File: config.mk
export PLATFORM = sky130hd
export DESIGN_NAME = unified_mem_arbiter
export DESIGN_NICKNAME = d
export VERILOG_FILES = /design/src/rtl/unified_mem_arbiter.sv
export SDC_FILE = /design/constraint.sdc
export NUM_CORES = 1
export LEC_CHECK = 0
export ABC_AREA = 1
export CORE_MARGIN = 2
export CORE_UTILIZATION = 30
export CTS_BUF_LIST = sky130_fd_sc_hd__clkbuf_4 sky130_fd_sc_hd__clkbuf_8 sky130_fd_sc_hd__clkbuf_16
export CTS_CLUSTER_SIZE = 30
export DETAILED_ROUTE_END_ITERATION = 10
export PLACE_DENSITY = 0.74
export SLEW_MARGIN = 20
export SYNTH_ARGS = -nofsm -noshare
export SYNTH_HDL_FRONTEND = slang
export SYNTH_SLANG_ARGS = --single-unit
File: constraint.sdc
create_clock -name clk -period 2.1 [get_ports clk]
set_input_delay 0.315 -clock clk [delete_from_list [all_inputs] [get_ports clk]]
set_output_delay 0.315 -clock clk [all_outputs]
set_load 0.01 [all_outputs]
File: src/rtl/unified_mem_arbiter.sv
// rtl/unified_mem_arbiter.sv - single-port memory arbiter between IF fetch and MEM load/store
//
// Purpose: shares one combinational-read byte memory port between instruction
// fetch and data accesses. Data has priority. Misaligned data accesses are
// rejected without touching memory. Every result is registered, so each
// requester sees a one-cycle valid/done pulse one cycle after its grant.
//
// Ports:
//   clk, rst                      clock, asynchronous active-high reset
//   if_req/if_pc/if_flush         fetch request, fetch address, discard granted fetch
//   if_valid/if_instr             registered fetch response
//   d_read/d_write/d_func3/
//   d_addr/d_wdata                data request
//   d_done/d_rdata/d_misaligned   registered data response
//   m_using/m_read/m_write/
//   m_func3/m_addr/m_wdata        memory port controls
//   m_rdata                       memory combinational read data
module unified_mem_arbiter #(
  parameter int ADDR_W = 32,
  parameter int DATA_W = 32
) (
  input  logic              clk,
  input  logic              rst,
  input  logic              if_req,
  input  logic [ADDR_W-1:0] if_pc,
  input  logic              if_flush,
  output logic              if_valid,
  output logic [DATA_W-1:0] if_instr,
  input  logic              d_read,
  input  logic              d_write,
  input  logic [2:0]        d_func3,
  input  logic [ADDR_W-1:0] d_addr,
  input  logic [DATA_W-1:0] d_wdata,
  output logic              d_done,
  output logic [DATA_W-1:0] d_rdata,
  output logic              d_misaligned,
  output logic              m_using,
  output logic              m_read,
  output logic              m_write,
  output logic [2:0]        m_func3,
  output logic [ADDR_W-1:0] m_addr,
  output logic [DATA_W-1:0] m_wdata,
  input  logic [DATA_W-1:0] m_rdata
);

  typedef enum logic [1:0] {
    IDLE  = 2'd0,
    F_RSP = 2'd1,
    D_RSP = 2'd2
  } state_e;

  localparam logic [ADDR_W-1:0] WORD_MASK = ~{{(ADDR_W-2){1'b0}}, 2'b11};

  state_e            state_q, state_d;
  logic [DATA_W-1:0] if_instr_q;
  logic [DATA_W-1:0] d_rdata_q;
  logic              d_mis_q;

  logic d_req;
  logic misaligned;
  logic d_bad;
  logic d_grant;
  logic f_grant;

  assign d_req      = d_read | d_write;
  assign misaligned = ((d_func3[1:0] == 2'd2) && (d_addr[1:0] != 2'b00)) ||
                      ((d_func3[1:0] == 2'd1) && d_addr[0]);

  // Excluding the requester's own response cycle acts as the handshake ack:
  // the requester only updates its request after seeing done/valid, so a
  // request still asserted in that cycle is stale and must not be reissued.
  assign d_bad   = d_req & misaligned & (state_q != D_RSP);
  assign d_grant = d_req & ~misaligned & (state_q != D_RSP);
  assign f_grant = if_req & ~d_grant & ~d_bad & (state_q != F_RSP);

  always_comb begin
    state_d = IDLE;
    m_using = 1'b0;
    m_read  = 1'b0;
    m_write = 1'b0;
    m_func3 = 3'b000;
    m_addr  = '0;
    m_wdata = '0;
    if (d_grant) begin
      m_using = 1'b1;
      m_read  = d_read;
      // Gated by rst so a store in its grant cycle cannot land mid-reset.
      m_write = d_write & ~rst;
      m_func3 = d_func3;
      m_addr  = d_addr;
      m_wdata = d_wdata;
      state_d = D_RSP;
    end else if (d_bad) begin
      state_d = D_RSP;
    end else if (f_grant) begin
      m_using = 1'b1;
      m_func3 = 3'b010;
      m_addr  = if_pc & WORD_MASK;
      state_d = if_flush ? IDLE : F_RSP;
    end
  end

  always_ff @(posedge clk or posedge rst) begin
    if (rst) begin
      state_q    <= IDLE;
      if_instr_q <= '0;
      d_rdata_q  <= '0;
      d_mis_q    <= 1'b0;
    end else begin
      state_q <= state_d;
      if (d_grant) begin
        d_mis_q <= 1'b0;
        if (d_read) begin
          d_rdata_q <= m_rdata;
        end
      end else if (d_bad) begin
        d_mis_q   <= 1'b1;
        d_rdata_q <= '0;
      end
      if (f_grant && !if_flush) begin
        if_instr_q <= m_rdata;
      end
    end
  end

  assign if_valid     = (state_q == F_RSP);
  assign d_done       = (state_q == D_RSP);
  assign d_misaligned = d_mis_q & (state_q == D_RSP);
  assign if_instr     = if_instr_q;
  assign d_rdata      = d_rdata_q;

endmodule

# Yosys cells after proc, flatten, opt, wreduce, memory -nomap -nowiden
# Index checks and enable logic that the tools add are counted.
[word_totals] out_inout_bits=137 reg_bits=67 in_bits=137 elab_cells=54
[op_classes] eq_ne=7 reduce_logical=8 mux=21 bitwise=14
[ops] cell="$mux W32" n=7
[ops] cell="$and A1 B1 Y1" n=9
[ops] cell="$mux W1" n=9
[ops] cell="$mux W2" n=4
[ops] cell="$eq A2 B1 Y1 const B" n=2
[ops] cell="$eq A2 B2 Y1 const B" n=2
[ops] cell="$ne A2 B2 Y1 const B" n=2
[ops] cell="$not A1 Y1" n=4
[ops] cell="$reduce_bool A2 Y1" n=2
[ops] cell="$logic_and A1 B1 Y1" n=3
[ops] cell="$mux W3" n=1
[ops] cell="$ne A2 B1 Y1 const B" n=1
[ops] cell="$reduce_and A2 Y1" n=1
[ops] cell="$logic_not A1 Y1" n=1
[ops] cell="$logic_or A1 B1 Y1" n=1
[ops] cell="$or A1 B1 Y1" n=1

# Longest topological paths before layout
[depth] depth_word=13 ltp_mapped=9 depth_no_buf=7

# Worst setup path after synthesis
# OpenSTA, ideal clock, no wires.
[synth_path] path_type="input port to output port" startpoint="input d_read" endpoint="output m_addr[12]" slack_ns=0.621 arrival_time_ns=1.164 cell_stages=7 required_time_ns=1.785 path_buffers=2 cell_sequence="buf_2 inv_2 nand2_2 nand2_4 clkbuf_1 nand3_1 nand2_1"
[synth_between] elab_chain_len=10 word_cells_on_any_way=13 cone_classes="3 x mux; 10 x bitwise"
[synth_rtl] item="from (decl)" line="29" rtl="input logic d_read,"
[synth_rtl] item="$or A1 B1 Y1 (*)" line="65" rtl="assign d_req = d_read | d_write;"
[synth_rtl] item="$and A1 B1 Y1 (2 in a row)" line="73" rtl="assign d_grant = d_req & ~misaligned & (state_q != D_RSP);"
[synth_rtl] item="$not A1 Y1" line="74" rtl="assign f_grant = if_req & ~d_grant & ~d_bad & (state_q != F_RSP);"
[synth_rtl] item="$and A1 B1 Y1 (3 in a row)" line="74"
[synth_rtl] item="$mux W32" line="95" rtl="end else if (f_grant) begin"
[synth_rtl] item="$mux W32" line="93" rtl="end else if (d_bad) begin"
[synth_rtl] item="$mux W32 (*)" line="84" rtl="if (d_grant) begin"
[synth_rtl] item="to (decl)" line="41" rtl="output logic [ADDR_W-1:0] m_addr,"
# Every way passes the cells marked *; elsewhere a longest branch is shown, timed or not.

# Final worst setup path
[layout_path] startpoint="register state_q[1]" endpoint="output m_addr[3]"
[layout_between] elab_chain_len=9 word_cells_on_any_way=12 cone_classes="2 x eq/ne; 3 x mux; 7 x bitwise"
[layout_rtl] item="from (decl)" line="54" rtl="state_e state_q, state_d;"
[layout_rtl] item="from (signal assigned)" line="110" rtl="state_q <= state_d;"
[layout_rtl] item="$ne A2 B2 Y1" line="72, 73"
[layout_rtl] item="$and A1 B1 Y1" line="73"
[layout_rtl] item="$not A1 Y1" line="74"
[layout_rtl] item="$and A1 B1 Y1 (3 in a row)" line="74"
[layout_rtl] item="$mux W32" line="95"
[layout_rtl] item="$mux W32" line="93"
[layout_rtl] item="$mux W32 (*)" line="84"
# Marked as above.

==> flow_metrics.tcl <==
set metrics [dict create \
    routed_via_density 4.69 \
    final_nets 909 \
    dieArea_mm2 0.0126 \
    numCtsBuffers 9 \
    wl_met1_mm 5.97 \
    clkLatencyLatePin_ns 0.32 \
    vdd_drop_max_v 0.000668 \
    critPathLaunch "state_q[1]" \
    antenna_found_initial 1 \
    setup_viol 0 \
    wl_met3_mm 1.30 \
    tns_ns 0 \
    grt_pass1_vias 4326 \
    rrSetupSlack_ns 0.49 \
    die_w_um 112 \
    finalCritPeriodShare_pct 96.8 \
    drc 0 \
    port_buffers 271 \
    r2r-end "d_rdata[4]" \
    p_comb_share_pct 39.6 \
    arrival_ns 1.72 \
    path_class "register to output port" \
    hold_viol_final 0 \
    p_seq_share_pct 31.4 \
    clock-root-buffer "clkbuf_16" \
    io_pins 274 \
    worst_pin_slew_ns 0.402 \
    p_leak_nw 3.63 \
    start_kind "register" \
    clock_power_share_pct 28.9 \
    area_delta_synth_final_pct 95.6 \
    overflow 0 \
    hpwl_mm 11.4 \
    grt_first_pass_wirelength_mm 23.8 \
    ctsHoldBuffers 0 \
    grt_usage_pct 24.0 \
    timing.rr.start "state_q[1]" \
    final-max-slew-violation-count 0 \
    min_path_type "input port to async pin" \
    preCtsSetupSlack_ns -0.348 \
    path_max_fanout 15 \
    powerDensity_mw_per_mm2 811 \
    cts.reportedPaths.clkPinSlew_ns 0.05 \
    maxCapViolCount 0 \
    reg2reg_depth 8 \
    clock_path_buffers 2 \
    wl_per_cell_um 16.8 \
    syn_inst 494 \
    ys_seq_area_share_pct 47.7 \
    ys_seq_elements 67 \
    first_pass_iters 5 \
    cts_htree_levels 3 \
    p_int_mw 3.84 \
    top_layer "met4" \
    start_util_pct 30.8 \
    period_needed_ns 2.03 \
    fin_ws_ns 0.0669 \
    synth.avg_cell_area_um2 7.11 \
    status "complete, no violations" \
    core_mm2 0.0114 \
    gp_congestion 0.998 \
    synth_area_mm2 0.00351 \
    cts_tree "yes" \
    clock_skew_ns 0.00410 \
    relSlewSlack_pct 73.1 \
    drt_wl_total_mm 15.4 \
    endpoint_kind "output port" \
    std_cell_rows 39 \
    syn-num-nets 631 \
    synth.distinct_cells 20 \
    die_y_um 112 \
    critPathRequiredTime_ns 1.78 \
    fmax_mhz 492 \
    grt_max_degree 37 \
    drtAntennaViolNets 0 \
    p_switching_mw 1.74 \
    drive_above_1_share_pct 9.78 \
    clock-sinks 67 \
    via_count 4320 \
    switching_share_pct 31.2 \
    crit_path_end "m_addr[3]" \
    drt_iter0_drc 450 \
    ys_warn_count 0 \
    wl_met2_mm 7.66 \
]
layout make-up:
cell class	count	area, um^2
Sequential cell	67	1680
Tap cell	143	179
Fill cell	1025	4540
Antenna cell	1	2.50
Multi-Input combinational cell	348	1520
Clock buffer	10	239
Clock inverter	6	88.8
Inverter	47	176
Timing Repair Buffer	299	3000
power groups by stage:
stage                     Clock [mW]  Sequential, mW  Combinational (mW)
after floorplan                    0            1.89               0.689
after global placement             0            1.76                2.21
after detailed placement           0            1.77                2.23
after CTS                       1.64            1.76                2.25
after global routing            1.71            1.79                2.38
final                           1.61            1.75                2.21
routing by layer:
| metal | GRT usage, % | up-vias |
|---|---|---|
| met5 | 0 | - |
| met4 | 10.2 | 0 |
| met3 | 6.21 | 32 |
| met2 | 41.6 | 201 |
| met1 | 28.1 | 2001 |
| li1 | - | 2086 |
cells by family after synthesis:
| kind of cell | count (synthesis) | share of synthesized area [%] |
|---|---|---|
| compound gates | 3 | 0.534 |
| buf+inv | 79 | 10.0 |
| flops | 67 | 47.7 |
| simple gates | 345 | 41.8 |
how the worst min path moves through the flow:
stage,from,endpoint,slack (ns),cells after the start
after global routing,rst,d_rdata[0],0.39,2
after global placement,d_rdata[13],d_rdata[13],0.45,2
after floorplan,m_rdata[0],if_instr[0],0.42,2
after detailed placement,d_rdata[11],d_rdata[11],0.46,2
final,rst,if_instr[1],0.37,2
after CTS,rst,if_instr[1],0.36,2
critical path, cell delays in order (launching register included):
cell and delay, ns:
dfrtp_1 0.42, nand2_4 0.09, nand2_4 0.07, a21oi_4 0.16, buf_12 0.14, buf_16 0.14
nand2_1 0.05, nand2_1 0.05, dlygate4sd2_1 0.28
metrics by stage:
stage | hold slack, ns | std cells | total power [mW] | util (%) | cell area [um^2]
after floorplan | 0.425 | 494 | 2.58 | - | 3510
final | 0.366 | 921 | 5.58 | 60.2 | 6870
after detailed placement | 0.458 | 898 | 4.00 | 56.8 | 6480
after CTS | 0.362 | 920 | 5.65 | 60.3 | 6890
after global routing | 0.392 | 921 | 5.88 | 60.2 | 6870
after global placement | 0.454 | 898 | 3.97 | 56.8 | 6480
Yosys cell counts:
library cell / count / area [um^2]
a21oi_2: 1 / 8.76
inv_2: 4 / 15.0
nor2_2: 3 / 18.8
nor2_4: 2 / 22.5
nor2_1: 41 / 154
nand2_2: 1 / 6.26
clkbuf_1: 7 / 26.3
buf_4: 2 / 15.0
inv_1: 43 / 161
nand3_4: 1 / 17.5
o21ai_1: 1 / 5.00
dfrtp_1: 67 / 1680
nand3_1: 32 / 160
nand2_1: 231 / 867
nand4_1: 32 / 200
nand2_4: 1 / 11.3
buf_6: 3 / 33.8
a21oi_1: 1 / 5.00
buf_2: 20 / 100
nor3_2: 1 / 10.0
cells in the final DEF, fill, tap and decap left out, drive strengths merged, types with 8 or more instances in the layout:
master and n:
nand2 233, dfrtp 67, dlygate4sd2 63, buf 32
inv 47, clkdlybuf4s50 195, nand4 32, clkdlybuf4s15 8
nor2 46, nand3 33, clkbuf 11
flip-flops by register name (all words and copies together), names as in the netlist:
register and count:
if_instr 32, state_q 2, d_mis_q 1, d_rdata 32
what timing repair did:
action	4_1_cts	5_1_grt
pin swaps	4	1
endpoints found under the setup margin	70	28
gates resized for setup	113	8
buffers inserted	3	1
cloned	3	0
No activity file was read; power rests on OpenSTA's default activity.
